[config.mk]
export PLATFORM = sky130hd
export DESIGN_NAME = nibble_serial_add_ctrl
export DESIGN_NICKNAME = d
export VERILOG_FILES = /design/src/rtl/nibble_serial_add_ctrl_pkg.sv /design/src/rtl/nibble_serial_add_ctrl_add_slice.sv /design/src/rtl/nibble_serial_add_ctrl.sv
export SDC_FILE = /design/constraint.sdc
export NUM_CORES = 1
export LEC_CHECK = 0
export ABC_AREA = 1
export BUFFER_PORTS_ARGS = -buffer_cell sky130_fd_sc_hd__buf_2
export CORE_ASPECT_RATIO = 1.1
export CORE_MARGIN = 8
export CORE_UTILIZATION = 50
export DETAILED_ROUTE_END_ITERATION = 6
export PLACE_DENSITY = 0.75
export SLEW_MARGIN = 5
export SYNTH_ARGS = -nofsm -noshare
export SYNTH_HDL_FRONTEND = slang
export SYNTH_SLANG_ARGS = --single-unit
export TNS_END_PERCENT = 20
[constraint.sdc]
create_clock -name clk -period 2.26 [get_ports clk]
set_input_delay 0.452 -clock clk [delete_from_list [all_inputs] [get_ports clk]]
set_output_delay 0.452 -clock clk [all_outputs]
set_load 0.02 [all_outputs]
[src/rtl/nibble_serial_add_ctrl_pkg.sv]
// Shared definitions for the nibble-serial add/subtract sequencer.
// This package holds the FSM state encoding and the nibble slice width.
package nibble_serial_add_ctrl_pkg;

    localparam int NIBBLE_W = 4;

    typedef enum logic [1:0] {
        ST_IDLE = 2'd0,
        ST_RUN  = 2'd1,
        ST_DONE = 2'd2
    } state_e;

    // Width of the nibble index counter; never narrower than one bit.
    function automatic int idx_width(input int nibbles);
        int w;
        w = $clog2(nibbles);
        return (w < 1) ? 1 : w;
    endfunction

endpackage

[src/rtl/nibble_serial_add_ctrl_add_slice.sv]
// Combinational 4-bit ripple-carry adder slice.
// The controller reuses this one slice for every nibble of an operation.
module nibble_add_slice
    import nibble_serial_add_ctrl_pkg::*;
(
    input  logic [NIBBLE_W-1:0] a,
    input  logic [NIBBLE_W-1:0] b,
    input  logic                cin,
    output logic [NIBBLE_W-1:0] s,
    output logic                cout
);

    always_comb begin
        logic carry;
        s     = '0;
        carry = cin;
        for (int i = 0; i < NIBBLE_W; i++) begin
            s[i]  = a[i] ^ b[i] ^ carry;
            carry = (a[i] & b[i]) | (carry & (a[i] ^ b[i]));
        end
        cout = carry;
    end

endmodule

[src/rtl/nibble_serial_add_ctrl.sv]
// Multi-precision add/subtract sequencer: one nibble per cycle, LSB first,
// with the inter-nibble carry held in a flop.
//
// state | meaning
// IDLE  | waiting for start; operands latched on the accepting edge
// RUN   | one nibble added per cycle, NIBBLES cycles in total
// DONE  | one-cycle done pulse, result/flags already registered
module nibble_serial_add_ctrl
    import nibble_serial_add_ctrl_pkg::*;
#(
    parameter int WIDTH = 16
) (
    input  logic             clk,
    input  logic             rst_n,
    input  logic             start,
    input  logic             sub,
    input  logic [WIDTH-1:0] op_a,
    input  logic [WIDTH-1:0] op_b,
    input  logic             carry_in,
    output logic             busy,
    output logic             done,
    output logic [WIDTH-1:0] result,
    output logic             carry_out,
    output logic             overflow
);

    localparam int NIBBLES = WIDTH / NIBBLE_W;
    localparam int IW      = idx_width(NIBBLES);

    localparam logic [1:0]    IDLE     = ST_IDLE;
    localparam logic [1:0]    RUN      = ST_RUN;
    localparam logic [1:0]    DONE     = ST_DONE;
    localparam logic [IW-1:0] LAST_IDX = IW'(NIBBLES - 1);

    generate
        if ((WIDTH % NIBBLE_W) != 0 || WIDTH < NIBBLE_W) begin : g_width_check
            $error("nibble_serial_add_ctrl: WIDTH must be a positive multiple of 4");
        end
    endgenerate

    logic [1:0]       state;
    logic [WIDTH-1:0] a_sh;
    logic [WIDTH-1:0] b_sh;
    logic [WIDTH-1:0] acc;
    logic             carry_reg;
    logic [IW-1:0]    idx;

    logic [NIBBLE_W-1:0]       slice_s;
    logic                      slice_cout;
    logic [WIDTH+NIBBLE_W-1:0] acc_ext;
    logic [WIDTH-1:0]          acc_next;
    logic                      last_nibble;
    logic                      ovf_next;

    nibble_add_slice u_slice (
        .a    (a_sh[NIBBLE_W-1:0]),
        .b    (b_sh[NIBBLE_W-1:0]),
        .cin  (carry_reg),
        .s    (slice_s),
        .cout (slice_cout)
    );

    // Each new sum nibble enters at the MSB end, so after NIBBLES shifts the
    // first nibble has arrived at bit 0.
    always_comb begin
        acc_ext     = {slice_s, acc};
        acc_next    = acc_ext[WIDTH+NIBBLE_W-1:NIBBLE_W];
        last_nibble = (state == RUN) && (idx == LAST_IDX);
        ovf_next    = (a_sh[NIBBLE_W-1] ^ b_sh[NIBBLE_W-1] ^ slice_s[NIBBLE_W-1])
                      ^ slice_cout;
    end

    always_ff @(posedge clk or negedge rst_n) begin
        if (!rst_n) begin
            state     <= IDLE;
            a_sh      <= '0;
            b_sh      <= '0;
            acc       <= '0;
            carry_reg <= 1'b0;
            idx       <= '0;
            result    <= '0;
            carry_out <= 1'b0;
            overflow  <= 1'b0;
        end else begin
            case (state)
                IDLE: begin
                    if (start) begin
                        a_sh      <= op_a;
                        b_sh      <= sub ? ~op_b : op_b;
                        carry_reg <= sub ? 1'b1 : carry_in;
                        acc       <= '0;
                        idx       <= '0;
                        state     <= RUN;
                    end
                end
                RUN: begin
                    a_sh      <= a_sh >> NIBBLE_W;
                    b_sh      <= b_sh >> NIBBLE_W;
                    acc       <= acc_next;
                    carry_reg <= slice_cout;
                    idx       <= idx + IW'(1);
                    if (last_nibble) begin
                        state     <= DONE;
                        idx       <= '0;
                        result    <= acc_next;
                        carry_out <= slice_cout;
                        overflow  <= ovf_next;
                    end
                end
                DONE: begin
                    state <= IDLE;
                end
                default: begin
                    state <= IDLE;
                end
            endcase
        end
    end

    assign busy = (state == RUN);
    assign done = (state == DONE);

endmodule

==> results.yml <==
outcome:
  run_status: "completed"
synthesis:
  synthesis.area_um2: 3228
  post_synth_xor_area_fraction_pct: 1.357
  synth.avg_cell_area_um2: 8.256
  synth-seq-area-share_pct: 51.94
  synth_adder_area_share_pct: 2.868
  largest_family_of_logic_cells_by_synthesized_area: "simple AND/OR/NAND/NOR gates"
  post_synth_mux_area_share_pct: 0
  yosysUniqueCellTypes: 19
  synth_compound_area_share_pct: 9.535
  synth.net_count: 433
  synth-seq-cells: 67
  syn_inst: 391
  synthesis.yosys.warnings: 0
  synth_simple_gate_area_share_pct: 23.57
timing:
  grt_setup_unrepaired: "yes"
  final_max_slew_viol_count: 0
  worst_pin_slew_ps: 443.2
  period_share_pct: 97.08
  fin_worst_skew_ps: 7.180
  fin_crit_ps: 2194
  finalHoldViolations: 0
  final.hold.worst_slack_ps: 127.3
  max_freq_mhz: 455.8
  setup_violations: 0
  setup_tns_ps: 0
  max_slew_margin_pct: 70.45
pwr:
  irDropWorstVdd_mv: 0.6019
  leakage_uw: 0.002047
  cellPowerDensity_nw_per_um2: 1461
global_routing:
  grt_antenna_before_repair: 0
  grt_util_all_layers_pct: 15.10
  grt_pass1_wl_um: 11400
  grt_pass1_vias: 2648
  grt_max_degree: 68
  gr-total-overflow: 0
layout:
  mostFrequentLayoutCell: "sky130_fd_sc_hd__nand2_1"
  drive_gt1_share_pct: 22.17
  insertedDiodeCount: 0
  top_library_cells_by_usage_in_the_layout_fill_and_taps_aside: "sky130_fd_sc_hd__nand2_1, sky130_fd_sc_hd__dfrtp_1, sky130_fd_sc_hd__buf_2"
  area_growth_pct: 15.58
  largest_registers: "a_sh x16, b_sh x16, result x16"
  layout.nets: 488
setup_path:
  critical_path.endpoint_type: "flop"
  critical-path-max-stage-delay_ps: 520
  reg2reg_setup_slack_ps: 70
  crit_path_frequent_cell: "sky130_fd_sc_hd__fa_2"
  critical_path.startpoint: "b_sh[0]"
  reg2reg_depth: 8
  worst_path_max_delay_cell: "sky130_fd_sc_hd__fa_2"
  timing.setup.critical_path_class: "reg -> reg"
  critical_path_rt_ps: 2520
  worst_r2r_endpoint: "acc[15]"
  critical_path.cell_chain: "inv_2, fa_1, inv_1, fa_2, fa_2, fa_2, inv_1, o22ai_1"
  worst_setup_path_start_kind: "flop"
  reg2reg_from: "b_sh[0]"
  timing.critical_path.arrival_ps: 2460
  timing.critical_path.fanout_max: 2
clocking:
  path_clk_slew_ps: 70
  cts_buffers: 9
  clock_sink_count: 67
  clock_insertion_delay_worst_skew_ps: 340
  cts_tree: "built"
  clock_path_buffers: 2
  root_buffer: "sky130_fd_sc_hd__clkbuf_8"
  cts_max_level: 3
detailed_routing:
  vias: 2520
  post-route-drc-count: 0
  antenna_left: 0
  drt_iter0_drc: 95
  wirelength_um: 6541
  drt-pass1-iter-count: 4
  vias_per_cell: 4.746
  routed_wire_length_per_instance_um: 12.32
run:
  max_cap_violations: 0
worst_hold_path:
  worst_hold_path_type: "in -> async"
die:
  fp.dieW_um: 92.61
  die-area_um2: 9286
  placement_rows: 30
  placeableCoreArea_um2: 6193
  floorplan.initialDensity_pct: 52.12
  design.portCount: 57
  die_y_um: 100.3
placed_design:
  dp_hpwl_um: 4492
  port_buffers: 56
  globalplace.congestion: 0.7398
## cells in the mapped netlist (all sizes together)
| cell | count | area [um2] |
|---|---|---|
| fa | 4 | 80.08 |
| nand3 | 17 | 85.08 |
| o21ai | 36 | 232.7 |
| clkbuf | 1 | 3.750 |
| inv | 54 | 205.2 |
| nand2 | 141 | 544.3 |
| dfrtp | 67 | 1677 |
| nor2 | 35 | 131.4 |
| ha | 1 | 12.51 |
| buf | 18 | 137.6 |
| xnor2 | 5 | 43.79 |
| o22ai | 12 | 75.07 |
## power by group
part           switching (uW)  internal, uW  total (uW)
sequential                284          1750        2030
clock                     422           540         962
combinational            1560           897        2460
## stage by stage
stage | worst slack (ps) | instances | area [um2] | total power, uW | util [%]
4_1_cts | 6.910 | 529 | 3707 | 5464 | 59.86
3_5_place_dp | -27.93 | 513 | 3517 | 4467 | 56.79
3_3_place_gp | 25.35 | 513 | 3517 | 4362 | 56.79
2_1_floorplan | 85.96 | 391 | 3228 | 3948 | -
6_report | 65.91 | 531 | 3731 | 5452 | 60.24
5_1_grt | -11.20 | 531 | 3731 | 5920 | 60.24
## cell families (layout without fill, tap and decap cells)
| logic type | Yosys count | in the layout |
|---|---|---|
| simple gates | 193 | 193 |
| buf+inv | 73 | 133 |
| compound gates | 48 | 48 |
| flops | 67 | 67 |
| fa+ha+maj | 5 | 5 |
| xor+xnor | 5 | 5 |
## repair_timing
action / in CTS / in global routing
hold buffers: 0 / 0
endpoints found under the setup margin: 3 / 5
pin swaps: 0 / 2
buffers inserted: 0 / 2
resized for setup: 1 / 6
## layer usage
| metal | up-vias | part of all wire, % | GRT usage (%) |
|---|---|---|---|
| li1 | 1299 | - | - |
| met1 | 1158 | 46 | 17.19 |
| met4 | 0 | 2.1 | 7.816 |
| met2 | 52 | 47 | 25.50 |
| met5 | - | 0 | 0 |
| met3 | 11 | 5.0 | 3.958 |
## worst max-delay path: cells and delay by family (launching register included)
family	cells	cell delay (ps)
buffers and inverters	3	160
DFF	1	400
adders and majority gates	4	1410
AOI/OAI and AO/OA	1	140
## final cells by class
cell class	instances	area (um2)
Inverter	54	205.2
Clock buffer	14	152.6
Fill cell	589	2462
Timing Repair Buffer	63	345.3
Tap cell	80	100.1
Clock inverter	2	35.03
Sequential cell	67	1677
Multi-Input combinational cell	251	1216
## how the worst max path moves through the flow
stage	to	slack, ps	depth (start not counted)
2_1_floorplan	carry_reg	90	10
4_1_cts	carry_reg	7	10
3_3_place_gp	carry_reg	30	10
3_5_place_dp	carry_reg	-30	10
5_1_grt	acc[15]	-10	8
6_report	acc[15]	70	8
Note: power is estimated with default switching activity, not from simulation.
